**src/rtl/clock_segment_decoder.sv**
```systemverilog
// Measures high/low times of a generated clock on refclk and emits run-length-merged
// {on, off, repeat} segment words. Define SEG_GLITCH_FILTER_EN to reject 1-cycle pulses.
module clock_segment_decoder #(
  parameter logic [47:0] IDLE_TIMEOUT = 48'd1000000,
  parameter int unsigned SYNC_STAGES  = 2
) (
  input  logic         refclk,
  input  logic         reset_n,
  input  logic         clk_in,
  input  logic         arm,
  output logic [127:0] seg_data,
  output logic         seg_valid,
  input  logic         seg_ready,
  output logic         toggler_echo,
  output logic         busy,
  output logic         done,
  output logic         overflow_err,
  output logic [31:0]  periods_seen
);

  typedef enum logic [2:0] {
    S_IDLE,
    S_WAIT_FIRST,
    S_HIGH,
    S_LOW,
    S_FLUSH,
    S_DONE
  } state_e;

  localparam logic [47:0] CNT_MAX = '1;
  localparam logic [31:0] REP_MAX = '1;

  state_e                   state_q, state_d;
  logic [SYNC_STAGES-1:0]   clk_sync_q, clk_sync_d;
  logic [SYNC_STAGES-1:0]   arm_sync_q, arm_sync_d;
  logic                     clk_prev_q;
  logic [47:0]              hi_cnt_q, hi_cnt_d;
  logic [47:0]              lo_cnt_q, lo_cnt_d;
  logic [47:0]              h_on_q, h_on_d;
  logic [47:0]              h_off_q, h_off_d;
  logic [31:0]              h_rep_q, h_rep_d;
  logic [127:0]             seg_data_q, seg_data_d;
  logic                     seg_valid_q, seg_valid_d;
  logic                     toggler_q, toggler_d;
  logic                     done_q, done_d;
  logic                     ovf_q, ovf_d;
  logic [31:0]              periods_q, periods_d;

  logic        s_clk, s_arm, clk_rise, clk_fall;
  logic        close, flush, emit;
  logic [47:0] close_on, close_off;

  assign s_clk = clk_sync_q[SYNC_STAGES-1];
  assign s_arm = arm_sync_q[SYNC_STAGES-1];

  always_comb begin
    clk_sync_d = {clk_sync_q[SYNC_STAGES-2:0], clk_in};
    arm_sync_d = {arm_sync_q[SYNC_STAGES-2:0], arm};
  end

`ifdef SEG_GLITCH_FILTER_EN
  // Accepted level only follows s_clk after two equal consecutive samples.
  logic filt_q, filt_d;
  assign clk_rise = s_clk & clk_prev_q & ~filt_q;
  assign clk_fall = ~s_clk & ~clk_prev_q & filt_q;
  always_comb begin
    filt_d = filt_q;
    if (clk_rise || clk_fall) filt_d = s_clk;
  end
`else
  assign clk_rise = s_clk & ~clk_prev_q;
  assign clk_fall = ~s_clk & clk_prev_q;
`endif

  always_comb begin
    // NOTE: every _d gets its hold value first, so no path through this block infers a latch.
    state_d     = state_q;
    hi_cnt_d    = hi_cnt_q;
    lo_cnt_d    = lo_cnt_q;
    h_on_d      = h_on_q;
    h_off_d     = h_off_q;
    h_rep_d     = h_rep_q;
    seg_data_d  = seg_data_q;
    seg_valid_d = seg_valid_q;
    toggler_d   = toggler_q;
    done_d      = done_q;
    ovf_d       = ovf_q;
    periods_d   = periods_q;
    close       = 1'b0;
    flush       = 1'b0;
    emit        = 1'b0;
    close_on    = hi_cnt_q;
    close_off   = lo_cnt_q;

    case (state_q)
      S_IDLE: begin
        hi_cnt_d  = '0;
        lo_cnt_d  = '0;
        toggler_d = 1'b0;
        if (s_arm) state_d = S_WAIT_FIRST;
      end
      S_WAIT_FIRST: begin
        if (clk_rise) begin
          toggler_d = ~toggler_q;
          hi_cnt_d  = 48'd1;
          state_d   = S_HIGH;
        end
      end
      S_HIGH: begin
        if (clk_fall) begin
          lo_cnt_d = 48'd1;
          state_d  = S_LOW;
        end else if (hi_cnt_q != CNT_MAX) begin
          hi_cnt_d = hi_cnt_q + 48'd1;
        end
      end
      S_LOW: begin
        if (clk_rise) begin
          close     = 1'b1;
          toggler_d = ~toggler_q;
          hi_cnt_d  = 48'd1;
          state_d   = S_HIGH;
        end else if (lo_cnt_q >= IDLE_TIMEOUT) begin
          close     = 1'b1;
          close_off = IDLE_TIMEOUT;
          state_d   = S_FLUSH;
        end else if (lo_cnt_q != CNT_MAX) begin
          lo_cnt_d = lo_cnt_q + 48'd1;
        end
      end
      // Timeout may need two words (old held + final period); the second goes out here.
      S_FLUSH: begin
        flush   = 1'b1;
        done_d  = 1'b1;
        state_d = S_DONE;
      end
      S_DONE: ;
      default: state_d = S_IDLE;
    endcase

    // Abort discards the run but leaves a pending output word for the consumer.
    if (!s_arm) begin
      state_d   = S_IDLE;
      hi_cnt_d  = '0;
      lo_cnt_d  = '0;
      h_on_d    = '0;
      h_off_d   = '0;
      h_rep_d   = '0;
      toggler_d = 1'b0;
      done_d    = 1'b0;
      ovf_d     = 1'b0;
      periods_d = '0;
      close     = 1'b0;
      flush     = 1'b0;
    end

    if (close) begin
      periods_d = periods_q + 32'd1;
      if (h_rep_q != 32'd0 && close_on == h_on_q && close_off == h_off_q && h_rep_q != REP_MAX) begin
        h_rep_d = h_rep_q + 32'd1;
      end else begin
        emit    = (h_rep_q != 32'd0);
        h_on_d  = close_on;
        h_off_d = close_off;
        h_rep_d = 32'd1;
      end
    end

    if (flush) begin
      emit    = (h_rep_q != 32'd0);
      h_on_d  = '0;
      h_off_d = '0;
      h_rep_d = '0;
    end

    if (seg_valid_q && seg_ready) seg_valid_d = 1'b0;
    if (emit) begin
      if (!seg_valid_q || seg_ready) begin
        seg_data_d  = {h_on_q, h_off_q, h_rep_q};
        seg_valid_d = 1'b1;
      end else begin
        ovf_d = 1'b1;
      end
    end
  end

  // NOTE: registers update only with non-blocking assignments so every flop sees pre-edge values.
  always_ff @(posedge refclk or negedge reset_n) begin
    if (!reset_n) begin
      state_q     <= S_IDLE;
      clk_sync_q  <= '0;
      arm_sync_q  <= '0;
      clk_prev_q  <= 1'b0;
      hi_cnt_q    <= '0;
      lo_cnt_q    <= '0;
      h_on_q      <= '0;
      h_off_q     <= '0;
      h_rep_q     <= '0;
      seg_data_q  <= '0;
      seg_valid_q <= 1'b0;
      toggler_q   <= 1'b0;
      done_q      <= 1'b0;
      ovf_q       <= 1'b0;
      periods_q   <= '0;
`ifdef SEG_GLITCH_FILTER_EN
      filt_q      <= 1'b0;
`endif
    end else begin
      state_q     <= state_d;
      clk_sync_q  <= clk_sync_d;
      arm_sync_q  <= arm_sync_d;
      clk_prev_q  <= s_clk;
      hi_cnt_q    <= hi_cnt_d;
      lo_cnt_q    <= lo_cnt_d;
      h_on_q      <= h_on_d;
      h_off_q     <= h_off_d;
      h_rep_q     <= h_rep_d;
      seg_data_q  <= seg_data_d;
      seg_valid_q <= seg_valid_d;
      toggler_q   <= toggler_d;
      done_q      <= done_d;
      ovf_q       <= ovf_d;
      periods_q   <= periods_d;
`ifdef SEG_GLITCH_FILTER_EN
      filt_q      <= filt_d;
`endif
    end
  end

  assign seg_data     = seg_data_q;
  assign seg_valid    = seg_valid_q;
  assign toggler_echo = toggler_q;
  assign busy         = (state_q != S_IDLE) && (state_q != S_DONE);
  assign done         = done_q;
  assign overflow_err = ovf_q;
  assign periods_seen = periods_q;

endmodule

```
**config.mk**
```make
export PLATFORM = sky130hd
export DESIGN_NAME = clock_segment_decoder
export DESIGN_NICKNAME = d
export VERILOG_FILES = /design/src/rtl/clock_segment_decoder.sv
export SDC_FILE = /design/constraint.sdc
export NUM_CORES = 1
export LEC_CHECK = 0
export ABC_AREA = 1
export CORE_MARGIN = 2
export CORE_UTILIZATION = 34
export CTS_CLUSTER_DIAMETER = 150
export CTS_CLUSTER_SIZE = 16
export DETAILED_ROUTE_END_ITERATION = 8
export PLACE_DENSITY = 0.59
export SLEW_MARGIN = 20
export SYNTH_ARGS = -nofsm -noshare
export SYNTH_HDL_FRONTEND = slang
export SYNTH_SLANG_ARGS = --single-unit
```
**constraint.sdc**
```tcl
create_clock -name refclk -period 2.8 [get_ports refclk]
set_input_delay 0.56 -clock refclk [delete_from_list [all_inputs] [get_ports refclk]]
set_output_delay 0.56 -clock refclk [all_outputs]
set_load 0.03 [all_outputs]
```
[Yosys cells after proc, flatten, opt, wreduce, memory -nomap -nowiden]
Cells that the tools add are included.
Cells by class
  add/sub/neg operators: 4
  bitwise operators: 5
  eq/ne operators: 27
  magnitude comparators: 1
  multiplexer cells: 53
  reductions and logical operators: 16
Operators by type and width (count)
  $mux 48: 20
  $pmux 48 s3: 2
  $mux 32: 5
  $add 48x1->48 const B: 2
  $eq 48x48->1: 2
  $ne 48x48->1 const B: 2
  $add 32x1->32 const B: 2
  $ge 48x20->1 const B: 1
  $ne 32x32->1 const B: 1
  $reduce_bool 32->1: 1
  $ne 3x3->1 const B: 8
  $mux 1: 19
  $pmux 3 s6: 1
  $mux 3: 5
  $reduce_and 4->1: 2
  $eq 3x2->1 const B: 2
  $eq 3x3->1 const B: 2
  $ne 3x2->1 const B: 2
  $logic_and 1x1->1: 5
  $reduce_and 5->1: 1
  $ne 2x1->1 const B: 2
  $ne 4x1->1 const B: 1
  $ne 4x2->1 const B: 1
  $ne 4x4->1 const B: 1
  12 further kinds: 16
Storage, ports and cells
  register bits after elaboration: 396
  output and inout bits: 165
  input bits: 5
  logic and storage cells: 121

[Depth between registers and ports, before layout]
Gate-level depths: netlist (run 1).
  depth after elaboration: 11
  gate-level depth with buffers: 25
  mapped depth without buffers: 21

[Worst setup path before layout (run 1)]
Ideal clock, no wire load.
  kind: register -> register
  start point: reg state_q[2]
  end point: reg h_off_q[22]
  clock period less this slack: 2535 ps
  arrival time: 2416 ps
  slack: 265 ps
  cell stages (with the launch flop): 18
  library setup time: 120 ps
  path buffers: 4
  required time: 2680 ps
  cells stage by stage: dfrtp_1 > buf_2 > nor2_4 > nand2_1 > buf_2 > o21ai_0 > or2_1 > nand4_1 > nor3_1 > nand3_1 > nor2_1 > nand3_1 > nor2_1 > buf_4 > buf_2 > o21ai_0 > o21ai_0 > inv_1
Between the ends
  cells in the longest elaborated chain, start to end: 8
  elaborated cells between the ends (all ways): 13
  those cells by class: eq/ne: 3; mux: 8; reduce/logical: 2
RTL lines
  start: declaration: RTL line 33  | state_e state_q, state_d;
  start signal: assignment: RTL line 209  | state_q <= state_d;
  $eq 3x2->1: RTL line 95  | case (state_q)
  $mux 48: RTL line 95
  $eq 48x48->1: RTL line 159  | if (h_rep_q != 32'd0 && close_on == h_on_q && close_off == h_off_q && h_rep_q != REP_MAX) begin
  $logic_and 1x1->1 (2 in a row): RTL line 159
  $mux 48: RTL line 159
  $mux 48: RTL line 157  | if (close) begin
  $mux 48 (*): RTL line 169  | if (flush) begin
  named net h_off_d[22]: RTL line 40  | logic [47:0] h_off_q, h_off_d;
  end signal: assignment: RTL line 216  | h_off_q <= h_off_d;
  end: declaration: RTL line 40
Mark *: on every way through the listed nets, which the timed path passes. The rest lies on a longest branch.
A chain may end at the register's enable or synchronous reset.

[Worst setup path after layout (run 1)]
  start point: reg lo_cnt_q[41]
  end point: reg seg_data_q[51] (netlist: seg_data[51])
Between the ends
  cells in the longest elaborated chain, start to end: 11
  elaborated cells between the ends (all ways): 15
  those cells by class: order compare: 1; eq/ne: 1; mux: 10; reduce/logical: 3
RTL lines
  start: declaration: RTL line 38  | logic [47:0] lo_cnt_q, lo_cnt_d;
  start signal: assignment: RTL line 214  | lo_cnt_q <= lo_cnt_d;
  $ge 48x20->1: RTL line 123  | end else if (lo_cnt_q >= IDLE_TIMEOUT) begin
  $mux 48: RTL line 123
  $mux 48: RTL line 118  | if (clk_rise) begin
  $mux 48: RTL line 95
  $eq 48x48->1: RTL line 159
  $logic_and 1x1->1 (2 in a row): RTL line 159
  $mux 1: RTL line 159
  $mux 1 (*): RTL line 157
  $mux 1 (*): RTL line 169
  $reduce_and 2->1 (no source line) (*)
  end signal: assignment: RTL line 218  | seg_data_q <= seg_data_d;
  end: declaration: RTL line 42  | logic [127:0] seg_data_q, seg_data_d;
Every way passes the cells marked *; elsewhere a longest branch is shown, timed or not.

==> results.md, run 1 <==
- Status: finished, violations left
- Failing checks: setup timing
- Reg clk slew, reported paths: approximately 0.070 ns
- Yosys cell types: 44
- Fill count: a little over 6,000
- I/O Buffers: 169
- Die X: between 200 and 300 um
- Syn Nets: 2,798
- Top cell type's share of synthesized area: 47.0%
- Logic pwr share: 17.3%
- Post-synth top area cell: dfrtp_1
- RSZ-0062 raised after global routing: yes
- Hold_ws: between 0.3 and 0.4 ns
- Drt pass-1 iters: 5
- YS warnings: 0
- Synthesized area per cell: ~7.6 um2
- Num ports: 170
- Rows: 91
- Initial Utilization: between 30% and 40%
- Internal: 8.39 mW
- Die area: 0.0640 mm2
- Leakage: approximately 13 nW
- CORE AREA: between 0.06 and 0.07 mm2
- Nets@finish: ~3,200
- WS Path Type: register to register
- Max Cap Violations: 0
- Post-DP HPWL: ~50 mm
- Most frequent cells in the layout: nand2_1, dfrtp_1, buf_4
- Tcrit/Tclk final: 106%
- Layout area overhead: 31.9%
- Num CTS Buffers: 28
- WP buf/inv: 5
- Chip height: around 250 um
- Largest stage delay, worst path: ~0.38 ns
- DP Area: 0.0261 mm2
- Post-Route Skew: between 0.02 and 0.025 ns
- Initial antenna violation count: 1
- Remaining antenna violation count: 0
- Commonest non-fill, non-tap cell in the layout: nand2_1
- Worst-path maximum fanout: 7
- DRC violations left: 0
- Initial DRC count: 1,500
- CTS tree: done
- Routed WL: about 70 mm
- Arr. time, crit path: 3.50 ns
- Critical-path cell list: inv_1 > nand2_1 > nor2_1 > and2_1 > nand2_2 > nor2_4 > nand2_4 > nand2_8 > buf_12 > nand2_1 > nand2_1 > nand4_1 > nor2_4 > nand3_4 > o21bai_4 > nand2_8 > nand3_4 > buf_12 > buf_12 > buf_16 > nand2_1 > nand2_1
- Fin area: 0.0278 mm2
- Peak supply drop: 0.000548 V
- Net switching power: approximately 3.5 mW
- Total grt overflow: 0
- Syn Inst Count: 2,787
- Rel. slew slack: 43.8%
- Vias in the first global route: just under 20,000
- Flops & latches, synth: between 300 and 400
- Total GRT Usage: 21.6%
- Clock sinks: between 300 and 400
- Asr flop ratio synth: between 90% and 100%
- Hold crit path type: register to register
- Clock share of power: 33.2%
- Largest net degree at the start of global routing: 72
- Worst path top cell family by delay: simple AND/OR/NAND/NOR gates
- Share of cells above drive strength 1: 15.9%
- Routed len/inst: 17.5 um
- Final Hold Vio Count: 0
- Worst-Skew Late Latency: ~0.6 ns
- Final min period: ~3.0 ns
- Worst setup margin: -0.178 ns
- Synth Flop Type: dfrtp_1
- H-tree depth: 1
- Pwr/cell area: 428 mW/mm2
- Area contributors post-synth: dfrtp_1, nand2_1, nand4_1, inv_1, o21ai_0
- Sw Share: 29.5%
- Sequential share of the synthesized area: 47.0%
- Fmax: about 340 MHz
- Total number of vias: 20,600
- Buffer depth of the longest clock path: 3
- Final setup TNS: -23.12 ns
- Crit-path slowest cell: dfrtp_1
- Worst endpoint required time: 3.32 ns
- CP endpoint kind: register
- Startpoint types: register
- DP Worst Slack: -0.394 ns
- Worst path most repeated cell: nand2_1
- GP Congestion: just over 0.9
- Final setup fails: 243
- Slew Limit Fails: 0
- First-pass GRT wire length: ~110 mm
- Mapped Area: between 0.02 and 0.025 mm2
- Clock root buffer: clkbuf_16
- Share of total power in sequential cells: 49.4%
- Vias per cell: approximately 5
- Reg2reg setup slack: -0.18 ns
- EDFF count, synth: 0
- Measured slew at the worst slew-check pin: around 0.84 ns
- Total Power: 11.9 mW
routing by layer:
layer  track usage [%]  part of all wire, %  up-vias  routed length, um
met5                 0                    0        -                  0
met4              7.84                  3.8        0               2710
met3              2.56                  4.1      108               2920
met2              35.2                   47      439              33100
met1              29.6                   45     9992              31600
li1                  -                    -    10100                  -
state kept, by name, summed over array words and instances, names as in the netlist, 2 cells and up:
name	flops
seg_data	128
close_on	48
h_off_q	48
h_on_q	48
lo_cnt_q	48
h_rep_q	32
periods_seen	32
state_q	3
arm_sync_q	2
clk_sync_q	2
cells in the mapped netlist (2+ instances only):
library cell / number
nor4_1: 36
dfrtp_1: 396
o21ai_1: 32
nand2_2: 3
xor2_1: 77
buf_6: 13
clkinv_1: 2
nand4_1: 172
o211ai_1: 6
a211oi_1: 4
o31ai_1: 6
clkbuf_1: 82
o21ai_0: 190
nand3_1: 165
buf_2: 34
o21a_1: 3
o22ai_1: 47
o2111ai_1: 3
xnor2_1: 11
nor2_2: 3
inv_1: 262
buf_4: 3
inv_2: 2
nor2_1: 244
nand3b_1: 10
a22oi_1: 5
ha_1: 6
a21oi_1: 60
nor3_1: 99
buf_1: 19
nor3b_1: 5
nand2_1: 775
kinds of logic (layout without fill, tap and decap cells):
kind of cell / after synthesis / in the layout / share of synthesized area, %
simple gates: 1518 / 1518 / 31.5
xor+xnor: 88 / 88 / 3.66
fa+ha+maj: 6 / 6 / 0.356
compound gates: 361 / 361 / 9.27
buf+inv: 418 / 860 / 8.17
other cells: 0 / 1 / 0
flops: 396 / 396 / 47.0
stage by stage:
step | util, % | instances
after global placement | 42.5 | 3954
after detailed placement | 42.5 | 3954
after global routing | 45.2 | 4020
after CTS | 44.8 | 4015
after floorplan | - | 2787
final | 45.2 | 4020
final cells by class:
type                            count  area [um2]  share of cell area [%]
Antenna cell                        1        2.50                 0.00901
Clock buffer                       30         729                    2.63
Clock inverter                      1        30.0                   0.108
Inverter                          266         998                    3.59
Multi-Input combinational cell   1973        9820                    35.3
Sequential cell                   396        9910                    35.7
Tap cell                          790         988                    3.56
Timing Repair Buffer              563        5310                    19.1
power groups by stage:
stage | clock network, mW | logic [mW] | registers, mW
4_1_cts | 4.09 | 2.01 | 5.88
5_1_grt | 4.29 | 2.26 | 5.89
2_1_floorplan | 0 | 0.968 | 5.99
3_3_place_gp | 0 | 1.95 | 5.99
3_5_place_dp | 0 | 1.95 | 5.99
6_report | 3.96 | 2.06 | 5.88
timing repair:
item / in CTS / in global routing
buffers inserted: 22 / 2
resized for setup: 65 / 55
hold buffers: 1 / 0
cloned: 8 / 3
endpoints found under the setup margin: 262 / 363
endpoints found under the hold margin: 46 / 0
pin swaps: 12 / 12
path summary, 6_finish.rpt:
kind	startpoint	to	depth (start not counted)
min in group asynchronous	reset_n	seg_data[107]	2
setup / recovery	lo_cnt_q[41]	seg_data[51]	22
setup reg to reg	lo_cnt_q[41]	seg_data[51]	22
hold / removal	arm_sync_q[0]	arm_sync_q[1]	0
hold reg to reg	arm_sync_q[0]	arm_sync_q[1]	0
max in group asynchronous	reset_n	h_on_q[7]	3
No activity file was read; power rests on OpenSTA's default activity.
==> run 2, diff against run 1 <==
CAP_MARGIN = 10   (was unset)
==> results of run 2 <==
The final DEF is identical to that of run 1; final timing and power are the same.
==> run 3, diff against run 2 <==
clock period = 3.1 ns   (was 2.8 ns; I/O delays follow)
==> results.md, run 3 (same netlist as run 1, synthesis figures left out) <==
- Vias per cell: roughly 5.2
- Largest stage delay, worst path: 0.42 ns
- Status: finished, violations left
- Total grt overflow: 0
- Crit-path slowest cell: dfrtp_1
- Drt pass-1 iters: 5
- CORE AREA: 0.0615 mm2
- CP endpoint kind: register
- Final setup TNS: -0.937 ns
- WS Path Type: register to register
- Post-layout util: 44.3%
- Post-DP HPWL: 48.5 mm
- Worst path most repeated cell: nand2_1
- CTS tree: done
- Reg2reg setup slack: -0.05 ns
- Routed WL: 71.5 mm
- Rel. slew slack: 48.5%
- Final Hold Vio Count: 2
- Reg clk slew, reported paths: 0.08 ns
- Fmax: 317 MHz
- Largest net degree at the start of global routing: 68
- Startpoint types: register
- GP Congestion: 0.927
- Leakage: 12.1 nW
- Logic pwr share: between 10% and 20%
- Max reg flops: 128
- I/O Buffers: about 170
- H-tree depth: 1
- Reg2Reg Capture Point: seg_data[119]
- Num ports: between 150 and 200
- Max Cap Violations: 0
- RSZ-0062 raised after global routing: yes
- Hold_ws: -0.00887 ns
- Worst-Skew Late Latency: 0.59 ns
- Final Non-Filler Cells: roughly 3,900
- Arr. time, crit path: 3.67 ns
- Fin area: around 0.027 mm2
- Nets@finish: 3,085
- Initial DRC count: 1,503
- Worst endpoint required time: 3.62 ns
- Total number of vias: roughly 20,000
- Measured slew at the worst slew-check pin: slightly below 0.8 ns
- Clock share of power: 33.6%
- Chip height: 253 um
- Net switching power: 3.14 mW
- Critical-path cell list: nor2_4 > nand2_1 > buf_12 > buf_4 > o21ai_1 > buf_4 > o2111ai_1 > nor3_2 > nand2_1 > nor2_2 > nand3_2 > o21bai_4 > nand2_8 > nand3_4 > buf_12 > clkbuf_16 > nand2_2 > nand2_1
- Post-Route Skew: 0.0169 ns
- Final setup fails: 49
- RR Startpoint: state_q[2]
- Layout area overhead: 29.3%
- Pwr/cell area: 390 mW/mm2
- Share of total power in sequential cells: 50.0%
- Initial Utilization: 34.3%
- Placed Instances: ~3,800
- Worst-case reg-to-reg path depth: 18
- Total GRT Usage: 20.8%
- First-pass GRT wire length: approximately 110 mm
- Final min period: 3.15 ns
- Worst path top cell family by delay: simple AND/OR/NAND/NOR gates
- Worst-path maximum fanout: 18
- Peak supply drop: 0.000452 V
- Hold crit path type: input port to async pin
- Most frequent cells in the layout: nand2_1, dfrtp_1, inv_1
- Num CTS Buffers: 28
- Remaining antenna violation count: 0
- Levels on crit path: 18
- Commonest non-fill, non-tap cell in the layout: nand2_1
- Sw Share: 29.6%
- Routed len/inst: 18.5 um
- Rows: slightly above 90
- Die X: 253 um
- Vias in the first global route: 19,100
- Tcrit/Tclk final: 102%
- WP buf/inv: 5
- Failing checks: hold timing, setup timing
- Worst setup margin: -0.0500 ns
- Initial antenna violation count: 2
- Buffer depth of the longest clock path: 3
- DP Area: 0.0249 mm2
- Slew Limit Fails: 0
- Die area: 0.0640 mm2
- Clock root buffer: clkbuf_16
- Share of cells above drive strength 1: 15.3%
- DRC violations left: 0
- Clock sinks: between 300 and 400
- Internal: 7.48 mW
## run 3: layout make-up
| type | count | area, um2 |
|---|---|---|
| antenna | 1 | 2.50 |
| tap | 790 | 988 |
| sequential | 396 | 9910 |
| timing repair buffer | 409 | 4270 |
| multi-input combinational | 1973 | 10300 |
| clock inverter | 1 | 30.0 |
| clock buffer | 30 | 729 |
| inverter | 266 | 1010 |
| fill | 6106 | 34200 |
## run 3: timing repair
item                                    CTS  global route
gates cloned                              2            20
pin swaps                                 1            10
endpoints found under the setup margin  222           293
resized for setup                        15           281
hold buffers                              0             0
setup buffers                             3            14
## run 3: how the worst max path moves through the flow
stage          slack [ns]       endpoint    startpoint
2_1_floorplan        0.56    h_off_q[22]    state_q[2]
3_3_place_gp        -0.17   seg_data[18]  lo_cnt_q[20]
3_5_place_dp        -0.16   seg_data[18]  lo_cnt_q[20]
4_1_cts              0.02  seg_data[111]  lo_cnt_q[47]
5_1_grt             -0.20  seg_data[119]  lo_cnt_q[47]
6_report            -0.05  seg_data[119]    state_q[2]
## run 3: through the flow
stage | total power, mW | setup slack (ns)
2_1_floorplan | 6.28 | 0.565
3_3_place_gp | 7.06 | -0.169
3_5_place_dp | 7.05 | -0.163
4_1_cts | 10.7 | 0.0217
5_1_grt | 11.1 | -0.203
6_report | 10.6 | -0.0500
## run 3: layer usage
| layer | vias up | global-route usage (%) | wire [um] |
|---|---|---|---|
| li1 | 9799 | - | - |
| met1 | 9685 | 28.2 | 31600 |
| met2 | 508 | 35.5 | 34200 |
| met3 | 116 | 2.18 | 3410 |
| met4 | 2 | 5.36 | 2280 |
| met5 | - | 0 | 11 |
## run 3: power by group through the flow
stage	registers, mW	logic, mW	clock network, mW
final	5.31	1.74	3.57
after CTS	5.31	1.66	3.69
after global placement	5.41	1.64	0
after floorplan	5.41	0.874	0
after detailed placement	5.41	1.64	0
after global routing	5.32	1.88	3.85
